**src/rtl/rv_isa_pkg.sv**
```systemverilog
// RV32I encoding constants and field-packing helpers shared by the instruction encoder and decoder.
package rv_isa_pkg;

  typedef enum logic [4:0] {
    OP_ADDI, OP_XORI, OP_ORI, OP_ANDI, OP_SLTIU, OP_SLTI, OP_SLLI, OP_SRLI,
    OP_SRAI, OP_ADD, OP_XOR, OP_OR, OP_AND, OP_SUB, OP_SLL, OP_SRL,
    OP_SRA, OP_SLTU, OP_SLT, OP_SW, OP_BNE, OP_BEQ, OP_BLT, OP_BGE,
    OP_BLTU, OP_BGEU, OP_JALR, OP_JAL
  } op_e;

  localparam logic [6:0] OPC_OPIMM  = 7'b0010011;
  localparam logic [6:0] OPC_OP     = 7'b0110011;
  localparam logic [6:0] OPC_STORE  = 7'b0100011;
  localparam logic [6:0] OPC_BRANCH = 7'b1100011;
  localparam logic [6:0] OPC_JALR   = 7'b1100111;
  localparam logic [6:0] OPC_JAL    = 7'b1101111;

  localparam logic [2:0] F3_ADD  = 3'b000;
  localparam logic [2:0] F3_SLL  = 3'b001;
  localparam logic [2:0] F3_SLT  = 3'b010;
  localparam logic [2:0] F3_SLTU = 3'b011;
  localparam logic [2:0] F3_XOR  = 3'b100;
  localparam logic [2:0] F3_SR   = 3'b101;
  localparam logic [2:0] F3_OR   = 3'b110;
  localparam logic [2:0] F3_AND  = 3'b111;
  localparam logic [2:0] F3_SW   = 3'b010;
  localparam logic [2:0] F3_BEQ  = 3'b000;
  localparam logic [2:0] F3_BNE  = 3'b001;
  localparam logic [2:0] F3_BLT  = 3'b100;
  localparam logic [2:0] F3_BGE  = 3'b101;
  localparam logic [2:0] F3_BLTU = 3'b110;
  localparam logic [2:0] F3_BGEU = 3'b111;
  localparam logic [2:0] F3_JALR = 3'b000;

  localparam logic [6:0] F7_BASE = 7'b0000000;
  localparam logic [6:0] F7_ALT  = 7'b0100000;

  function automatic logic [2:0] op_funct3(input logic [4:0] op);
    case (op)
      OP_ADDI, OP_ADD, OP_SUB:  return F3_ADD;
      OP_SLLI, OP_SLL:          return F3_SLL;
      OP_SLTI, OP_SLT:          return F3_SLT;
      OP_SLTIU, OP_SLTU:        return F3_SLTU;
      OP_XORI, OP_XOR:          return F3_XOR;
      OP_SRLI, OP_SRAI, OP_SRL, OP_SRA: return F3_SR;
      OP_ORI, OP_OR:            return F3_OR;
      OP_ANDI, OP_AND:          return F3_AND;
      OP_SW:                    return F3_SW;
      OP_BEQ:                   return F3_BEQ;
      OP_BNE:                   return F3_BNE;
      OP_BLT:                   return F3_BLT;
      OP_BGE:                   return F3_BGE;
      OP_BLTU:                  return F3_BLTU;
      OP_BGEU:                  return F3_BGEU;
      default:                  return F3_JALR;
    endcase
  endfunction

  function automatic logic [31:0] enc_i(input logic [11:0] imm, input logic [4:0] rs1,
                                        input logic [2:0] f3, input logic [4:0] rd,
                                        input logic [6:0] opc);
    return {imm, rs1, f3, rd, opc};
  endfunction

  function automatic logic [31:0] enc_r(input logic [6:0] f7, input logic [4:0] rs2,
                                        input logic [4:0] rs1, input logic [2:0] f3,
                                        input logic [4:0] rd, input logic [6:0] opc);
    return {f7, rs2, rs1, f3, rd, opc};
  endfunction

  function automatic logic [31:0] enc_s(input logic [11:0] imm, input logic [4:0] rs2,
                                        input logic [4:0] rs1, input logic [2:0] f3);
    return {imm[11:5], rs2, rs1, f3, imm[4:0], OPC_STORE};
  endfunction

  // Branch and jump offsets are always even, so bit 0 is never passed in.
  function automatic logic [31:0] enc_b(input logic [12:1] imm, input logic [4:0] rs2,
                                        input logic [4:0] rs1, input logic [2:0] f3);
    return {imm[12], imm[10:5], rs2, rs1, f3, imm[4:1], imm[11], OPC_BRANCH};
  endfunction

  function automatic logic [31:0] enc_j(input logic [20:1] imm, input logic [4:0] rd);
    return {imm[20], imm[10:1], imm[11], imm[19:12], rd, OPC_JAL};
  endfunction

endpackage

```
**src/rtl/rv_word_pack.sv**
```systemverilog
// Combinational packing of one symbolic operation into an RV32I word plus a legality flag.
module rv_word_pack
  import rv_isa_pkg::*;
(
  input  logic [4:0]  i_op,
  input  logic [4:0]  i_rd,
  input  logic [4:0]  i_rs1,
  input  logic [4:0]  i_rs2,
  input  logic [20:0] i_imm,
  output logic [31:0] o_word,
  output logic        o_legal
);

  logic       w_fits12;
  logic       w_fits13;
  logic       w_shamt_ok;
  logic       w_even;
  logic [2:0] w_f3;

  // A signed value fits N bits when every bit above N-2 equals the sign.
  assign w_fits12   = (&i_imm[20:11]) | ~(|i_imm[20:11]);
  assign w_fits13   = (&i_imm[20:12]) | ~(|i_imm[20:12]);
  assign w_shamt_ok = ~(|i_imm[20:5]);
  assign w_even     = ~i_imm[0];
  assign w_f3       = op_funct3(i_op);

  always_comb begin
    o_word  = '0;
    o_legal = 1'b0;
    case (i_op)
      OP_ADDI, OP_XORI, OP_ORI, OP_ANDI, OP_SLTIU, OP_SLTI, OP_JALR: begin
        o_word  = enc_i(i_imm[11:0], i_rs1, w_f3, i_rd,
                        (i_op == OP_JALR) ? OPC_JALR : OPC_OPIMM);
        o_legal = w_fits12;
      end
      OP_SLLI, OP_SRLI, OP_SRAI: begin
        o_word  = enc_r((i_op == OP_SRAI) ? F7_ALT : F7_BASE, i_imm[4:0], i_rs1, w_f3,
                        i_rd, OPC_OPIMM);
        o_legal = w_shamt_ok;
      end
      OP_ADD, OP_XOR, OP_OR, OP_AND, OP_SUB, OP_SLL, OP_SRL, OP_SRA, OP_SLTU, OP_SLT: begin
        o_word  = enc_r((i_op == OP_SUB || i_op == OP_SRA) ? F7_ALT : F7_BASE, i_rs2, i_rs1,
                        w_f3, i_rd, OPC_OP);
        o_legal = 1'b1;
      end
      OP_SW: begin
        o_word  = enc_s(i_imm[11:0], i_rs2, i_rs1, w_f3);
        o_legal = w_fits12;
      end
      OP_BNE, OP_BEQ, OP_BLT, OP_BGE, OP_BLTU, OP_BGEU: begin
        o_word  = enc_b(i_imm[12:1], i_rs2, i_rs1, w_f3);
        o_legal = w_fits13 & w_even;
      end
      OP_JAL: begin
        o_word  = enc_j(i_imm[20:1], i_rd);
        o_legal = w_even;
      end
      default: begin
        o_word  = '0;
        o_legal = 1'b0;
      end
    endcase
  end

endmodule

```
**src/rtl/instr_encoder.sv**
```systemverilog
// Streams encoded RV32I words with auto-incrementing byte addresses; illegal requests are counted and dropped.
module instr_encoder
  import rv_isa_pkg::*;
#(
  parameter logic [31:0] BASE_ADDR = 32'h0000_0000,
  parameter int unsigned ERRW      = 8
) (
  input  logic            clk,
  input  logic            rst,
  input  logic            clr,
  input  logic            in_valid,
  output logic            in_ready,
  input  logic [4:0]      in_op,
  input  logic [4:0]      in_rd,
  input  logic [4:0]      in_rs1,
  input  logic [4:0]      in_rs2,
  input  logic [20:0]     in_imm,
  output logic            out_valid,
  input  logic            out_ready,
  output logic [31:0]     out_data,
  output logic [31:0]     out_addr,
  output logic            err,
  output logic [4:0]      err_op,
  output logic [ERRW-1:0] err_cnt
);

  logic            r_out_valid;
  logic [31:0]     r_out_data;
  logic [31:0]     r_out_addr;
  logic [31:0]     r_next_addr;
  logic            r_err;
  logic [4:0]      r_err_op;
  logic [ERRW-1:0] r_err_cnt;

  logic [31:0]     w_word;
  logic            w_legal;
  logic            w_accept;
  logic [31:0]     w_word_addr;
  logic [ERRW-1:0] w_cnt_next;

  rv_word_pack u_pack (
    .i_op   (in_op),
    .i_rd   (in_rd),
    .i_rs1  (in_rs1),
    .i_rs2  (in_rs2),
    .i_imm  (in_imm),
    .o_word (w_word),
    .o_legal(w_legal)
  );

  assign in_ready    = !r_out_valid || out_ready;
  assign w_accept    = in_valid && in_ready;
  // clr in the same cycle restarts numbering at this very word, and a reject then counts as the first.
  assign w_word_addr = clr ? BASE_ADDR : r_next_addr;
  assign w_cnt_next  = clr ? ERRW'(1) : ((&r_err_cnt) ? r_err_cnt : r_err_cnt + ERRW'(1));

  always_ff @(posedge clk or posedge rst) begin
    if (rst) begin
      r_out_valid <= 1'b0;
      r_out_data  <= '0;
      r_out_addr  <= BASE_ADDR;
      r_next_addr <= BASE_ADDR;
      r_err       <= 1'b0;
      r_err_op    <= '0;
      r_err_cnt   <= '0;
    end else begin
      if (r_out_valid && out_ready) r_out_valid <= 1'b0;
      if (clr) begin
        r_next_addr <= BASE_ADDR;
        r_err       <= 1'b0;
        r_err_op    <= '0;
        r_err_cnt   <= '0;
      end
      if (w_accept && w_legal) begin
        r_out_valid <= 1'b1;
        r_out_data  <= w_word;
        r_out_addr  <= w_word_addr;
        r_next_addr <= w_word_addr + 32'd4;
      end
      if (w_accept && !w_legal) begin
        r_err     <= 1'b1;
        r_err_op  <= in_op;
        r_err_cnt <= w_cnt_next;
      end
    end
  end

  assign out_valid = r_out_valid;
  assign out_data  = r_out_data;
  assign out_addr  = r_out_addr;
  assign err       = r_err;
  assign err_op    = r_err_op;
  assign err_cnt   = r_err_cnt;

endmodule
```
**config.mk**
```make
export PLATFORM = sky130hd
export DESIGN_NAME = instr_encoder
export DESIGN_NICKNAME = d
export VERILOG_FILES = /design/src/rtl/rv_isa_pkg.sv /design/src/rtl/rv_word_pack.sv /design/src/rtl/instr_encoder.sv
export SDC_FILE = /design/constraint.sdc
export NUM_CORES = 1
export LEC_CHECK = 0
export CAP_MARGIN = 20
export CELL_PAD_IN_SITES_DETAIL_PLACEMENT = 0
export CELL_PAD_IN_SITES_GLOBAL_PLACEMENT = 2
export CORE_ASPECT_RATIO = 1.2
export CORE_UTILIZATION = 33
export DETAILED_ROUTE_END_ITERATION = 12
export GPL_TIMING_DRIVEN = 0
export HOLD_SLACK_MARGIN = 0.03
export MAX_ROUTING_LAYER = met4
export PLACE_DENSITY = 0.88
export SYNTH_ARGS = -nofsm -noshare
export SYNTH_HDL_FRONTEND = slang
export SYNTH_HIERARCHICAL = 1
export SYNTH_SLANG_ARGS = --single-unit
```
**constraint.sdc**
```tcl
create_clock -name clk -period 10.86 [get_ports clk]
set_input_delay 2.172 -clock clk [delete_from_list [all_inputs] [get_ports clk]]
set_output_delay 2.172 -clock clk [all_outputs]
set_load 0.01 [all_outputs]
```
==> qor.csv, run 1 <==
metric,value,unit
outcome,completed,
cells resized by post-CTS repair,0,
synth warn,6,
Global Route Usage Sum,0.190,
clock latency on the worst-skew pair,360,ps
RSZ-0062 raised after global routing,no,
largest net degree at the start of global routing,69,
Max IR drop VDD,0.0799,mV
clock buffer count from CTS,9,
"Distinct cells, synth",60,
area of the die,18000,µm²
dpl ws,4750,ps
chip height,147,µm
clk root buf,clkbuf_16,
buffers and inverters on the worst path,4,
H-tree depth reported by CTS,3,
Top Ports,126,
first-pass GRT wire length,26.0,mm
Via density,5.06,
worst stage delay on the critical path,580,ps
I/O Buffers,125,
CP cell instances,clkdlybuf4s50_1 -> inv_1 -> ha_1 -> buf_2 -> nor3_1 -> o32ai_2 -> a21oi_1 -> nand4_1 -> and4b_1 -> nand4_1 -> or2_1 -> clkbuf_1 -> or4_1 -> a21oi_1,
DRC violations left,0,
relative slew slack,0.366,
"Top FF cell, synth",dfrtp_1,
dpl cells,989,
Synth Instances,647,
clock slew at reported path FFs,70,ps
total iterations of the first detailed-routing run,4,
Mapped Area,5780,µm²
CP startpoint kind,input pin,
Hold Slack,477,ps
kind of cell adding the most delay to the critical path,simple AND/OR/NAND/NOR gates,
Core ar.,17000,µm²
final setup margin,5080,ps
share of cells above drive strength 1,0.0596,
Hold Buf Count CTS,0,
crit share post-route,0.533,
Reg2Reg Depth,7,
Synth area leaders,"dfrtp_1 (48%), nand2_1 (11%), nand2b_1 (3.2%)",
Crit path arrival time,6070,ps
HPWL Detailed,12.0,mm
die width,123,µm
Longest Clk Path Bufs,2,
Yosys top cell by area,dfrtp_1,
Layout Cells excl Fill,1005,
"EDFF count, synth",0,
final hold viol count,0,
Clock Sinks,111,
# Post-CTS Setup Buffers,0,
number of max-cap violations,0,
CP Depth,14,
Initial DRC Count,231,
routability congestion estimate,0.880,
# diodes,0,
#FFs+latches synth,111,
Async SR Flop Fraction,1.00,
initial antenna violation count,0,
CP required,11150,ps
Worst-Margin Slew,944,ps
Final min period,5780,ps
Mapped Nets,702,
final wirelength,15.9,mm
Setup Viol. Count Final,0,
synthesized area per cell,8.93,µm²
top cell type's share of synthesized area,0.481,
Final Max Slew Viols,0,
CTS tree,done,
register area share after synthesis,0.481,
worst setup path class,input pin to flop,
fin nets,839,
Static Leakage,0.00327,µW
Area Growth Syn to Fin,32.2,%
Hold Crit Depth,2,
vias in the first global route,5215,
FP Rows,52,
wire per inst,15.9,µm
slowest stage cell on the critical path,o32ai_2,
DRT antenna net count,0,
clock skew,11.5,ps
Congestion Overflow GR,0,
total negative slack,0,ps
Setup crit end kind,flop,
CP max FO,10,
HP Class,flop to flop,
maximum clock rate,173,MHz
starting density of the core,0.340,
power per cell area,133,nW/µm²
DR vias,5086,
## report_power, final
group,switching [µW],internal (µW)
registers,19.2,444
clock network,162,182
logic,104,104
## cells in the final DEF, fill, tap and decap left out, types with 16 or more instances in the layout
cell,synthesis,routed
clkdlybuf4s50_1,0,125
nor2_1,35,35
inv_1,18,17
dfrtp_1,111,111
clkbuf_1,26,26
xnor2_1,16,16
nand2b_1,30,30
nand4_1,17,17
o21ai_0,36,36
nand2_1,164,164
## through the flow
step | area [µm²] | utilization | power, µW
4_1_cts | 7630 | 0.450 | 1030
2_1_floorplan | 5780 | - | 565
6_report | 7630 | 0.450 | 1010
3_3_place_gp | 7300 | 0.430 | 678
3_5_place_dp | 7330 | 0.432 | 680
5_1_grt | 7630 | 0.450 | 1070
## sequential cells by signal, summed over array words and instances, names as in the netlist
register     cells
err_cnt          8
out_data        32
out_valid        1
err              1
out_addr        32
r_next_addr     32
err_op           5
## synth_stat cells (3+ instances only)
library cell	instances
a211oi_1	3
a21oi_1	14
a22o_1	15
and2_1	5
and3_1	7
buf_1	5
buf_2	4
clkbuf_1	26
dfrtp_1	111
ha_1	9
inv_1	18
mux2_2	6
mux2i_1	5
nand2_1	164
nand2b_1	30
nand3_1	10
nand3b_1	5
nand4_1	17
nor2_1	35
nor2b_1	8
nor3_1	13
nor4_1	10
o21ai_0	36
o31ai_1	4
or2_1	4
or2_2	6
or3_1	11
xnor2_1	16
xor2_1	8
## final cells by class
type                       count  area, µm²
fill                        1699       9350
sequential                   111       2780
clock buffer                   9        225
inverter                      19       73.8
buffer                        37        155
timing repair buffer         126       1280
clock inverter                 7       81.3
tap                          216        270
multi-input combinational    480       2770
## logic make-up after synthesis
kind of cell               count (synthesis)  share of synthesized area
buffers and inverters                     56                     0.0392
AOI/OAI and AO/OA                         95                      0.113
adders and majority gates                  9                     0.0195
xor gates and xnor gates                  24                     0.0364
DFF                                      111                      0.481
muxes                                     12                     0.0243
and+or+nand+nor                          340                      0.287
## metal layers
metal,share of wire,global-route usage
met1,0.44,0.229
met2,0.48,0.311
met3,0.056,0.0454
met4,0.018,0.0610
met5,0,-
## worst paths after layout
path,startpoint,endpoint,slack (ps)
max,in_op[1],r_next_addr[31],5080
min,out_addr[24],out_addr[24],480
max reg2reg,out_valid,out_data[17],8520
min reg2reg,out_addr[24],out_addr[24],480
max in group asynchronous,rst,err_cnt[7],7910
min in group asynchronous,rst,out_addr[1],2210
## tightest hold or removal path, cell delays in order, from the launching register on
cell     delay (ps)
dfrtp_1         340
nand2_1          50
o21ai_0          60
No activity file was read; power rests on OpenSTA's default activity.
==> inputs of run 2 (changes only) <==
--- a/config.mk
+++ b/config.mk
@@ -9,12 +9,12 @@
 export CELL_PAD_IN_SITES_DETAIL_PLACEMENT = 0
 export CELL_PAD_IN_SITES_GLOBAL_PLACEMENT = 2
 export CORE_ASPECT_RATIO = 1.2
-export CORE_UTILIZATION = 33
+export CORE_UTILIZATION = 30
 export DETAILED_ROUTE_END_ITERATION = 12
 export GPL_TIMING_DRIVEN = 0
 export HOLD_SLACK_MARGIN = 0.03
 export MAX_ROUTING_LAYER = met4
-export PLACE_DENSITY = 0.88
+export PLACE_DENSITY = 0.81
 export SYNTH_ARGS = -nofsm -noshare
 export SYNTH_HDL_FRONTEND = slang
 export SYNTH_HIERARCHICAL = 1
==> constraint.sdc (replaced) <==
create_clock -name clk -period 5.45 [get_ports clk]
set_input_delay 1.09 -clock clk [delete_from_list [all_inputs] [get_ports clk]]
set_output_delay 1.09 -clock clk [all_outputs]
set_load 0.01 [all_outputs]
==> run 2 against run 1 <==
Net effect:
- clock power is 97% higher
- clock skew fell by 2.0 ps
- clock-buffer cell count is 1 higher
- cell count is 4.0% higher
- flip-flop and latch count stayed put
- non-clock buffer count stayed put
- cell area rose by 0.59%
- critical path type unchanged
- highest routed layer unchanged
==> qor.csv, run 2 (synthesis gave the netlist of run 1 again) <==
metric,value,unit
fin nets,839,
area of the die,19800,µm²
outcome,completed,
DRT antenna net count,0,
final setup margin,717,ps
DRC violations left,0,
H-tree depth reported by CTS,3,
buffers and inverters on the worst path,3,
Setup Viol. Count Final,0,
clock buffer count from CTS,9,
vias in the first global route,5178,
HP Class,flop to flop,
Core ar.,18900,µm²
worst stage delay on the critical path,570,ps
crit share post-route,0.868,
# diodes,0,
worst setup path class,input pin to flop,
RSZ-0062 raised after global routing,no,
Clock Sinks,111,
CP cell instances,clkdlybuf4s50_1 -> inv_1 -> ha_1 -> nor3_1 -> o32ai_2 -> a21oi_1 -> nand4_1 -> and4b_1 -> nand4_1 -> or2_1 -> clkbuf_1 -> or4_1 -> a21oi_1,
relative slew slack,0.356,
Area Growth Syn to Fin,32.9,%
Max IR drop VDD,0.139,mV
Initial DRC Count,237,
share of cells above drive strength 1,0.0596,
Setup crit end kind,flop,
final wirelength,16.6,mm
# Post-CTS Setup Buffers,0,
Worst-Margin Slew,959,ps
Final min period,4730,ps
CP startpoint kind,input pin,
CP required,5730,ps
slowest stage cell on the critical path,o32ai_2,
routability congestion estimate,0.863,
dpl ws,360,ps
Global Route Usage Sum,0.181,
Congestion Overflow GR,0,
die width,129,µm
DR vias,5077,
total negative slack,0,ps
wire per inst,15.8,µm
first-pass GRT wire length,27.2,mm
total iterations of the first detailed-routing run,4,
starting density of the core,0.306,
most frequent cells in the layout,"nand2_1 (164), clkdlybuf4s50_1 (125), dfrtp_1 (111)",
Longest Clk Path Bufs,2,
clock slew at reported path FFs,80,ps
Crit path arrival time,5010,ps
final-layout fill cell count,1914,
cells resized by post-CTS repair,0,
Via density,4.86,
Hold Buf Count CTS,0,
clock latency on the worst-skew pair,360,ps
chip height,154,µm
Hold Slack,480,ps
Final Max Slew Viols,0,
Static Leakage,0.00328,µW
clk root buf,clkbuf_16,
largest net degree at the start of global routing,65,
I/O Buffers,125,
CTS tree,done,
FP Rows,55,
final hold viol count,0,
Top Ports,126,
power per cell area,262,nW/µm²
maximum clock rate,211,MHz
CP max FO,8,
HPWL Detailed,12.5,mm
initial antenna violation count,0,
clock skew,9.42,ps
number of max-cap violations,0,
kind of cell adding the most delay to the critical path,simple AND/OR/NAND/NOR gates,
"most common cell after layout, fill and taps aside",nand2_1,
## run 2: cell type report
class / instances / area, µm² / share of cell area
Sequential cell: 111 / 2780 / 0.362
Multi-Input combinational cell: 480 / 2770 / 0.361
Timing Repair Buffer: 126 / 1280 / 0.167
Tap cell: 256 / 320 / 0.0417
Clock buffer: 10 / 239 / 0.0311
Buffer: 37 / 155 / 0.0202
Inverter: 19 / 76.3 / 0.00994
Clock inverter: 6 / 60.1 / 0.00782
## run 2: report_power, final
| group | switching, µW | total (µW) | internal [µW] |
|---|---|---|---|
| registers | 38.6 | 923 | 885 |
| logic | 209 | 416 | 207 |
| clock network | 342 | 676 | 334 |
| total | 589 | 2020 | 1430 |
## run 2: routing by layer
metal | vias to the layer above | GRT usage | wire length (µm) | part of all wire
met5 | - | - | 0 | 0
met4 | 0 | 0.0555 | 235 | 0.014
met3 | 18 | 0.0397 | 846 | 0.051
met2 | 128 | 0.298 | 8070 | 0.49
met1 | 2444 | 0.220 | 7410 | 0.45
li1 | 2487 | - | - | -
## run 2: per-stage QoR
| step | instances | total power [µW] | utilization | cell area [µm²] |
|---|---|---|---|---|
| after floorplan | 647 | 1120 | - | 5780 |
| after global placement | 1028 | 1360 | 0.390 | 7350 |
| after detailed placement | 1029 | 1360 | 0.391 | 7380 |
| after CTS | 1045 | 2040 | 0.407 | 7680 |
| after global routing | 1045 | 2110 | 0.407 | 7680 |
| final | 1045 | 2020 | 0.407 | 7680 |
## run 2: path summary, 6_finish.rpt
kind / from / endpoint / slack [ps] / depth (start not counted)
hold / removal: out_addr[22] / out_addr[22] / 480 / 2
setup reg to reg: out_valid / out_data[11] / 3110 / 7
max in group asynchronous: rst / err_cnt[1] / 3640 / 3
min in group asynchronous: rst / out_addr[1] / 1120 / 2
setup / recovery: in_op[1] / r_next_addr[31] / 720 / 13
hold reg to reg: out_addr[22] / out_addr[22] / 480 / 2
## run 2: worst reg2reg max path, delay by kind of cell, from the launching register on
kind	cells	cell delay (ps)
buffers and inverters	3	1110
flip-flops	1	380
AND/OR/NAND/NOR	4	790
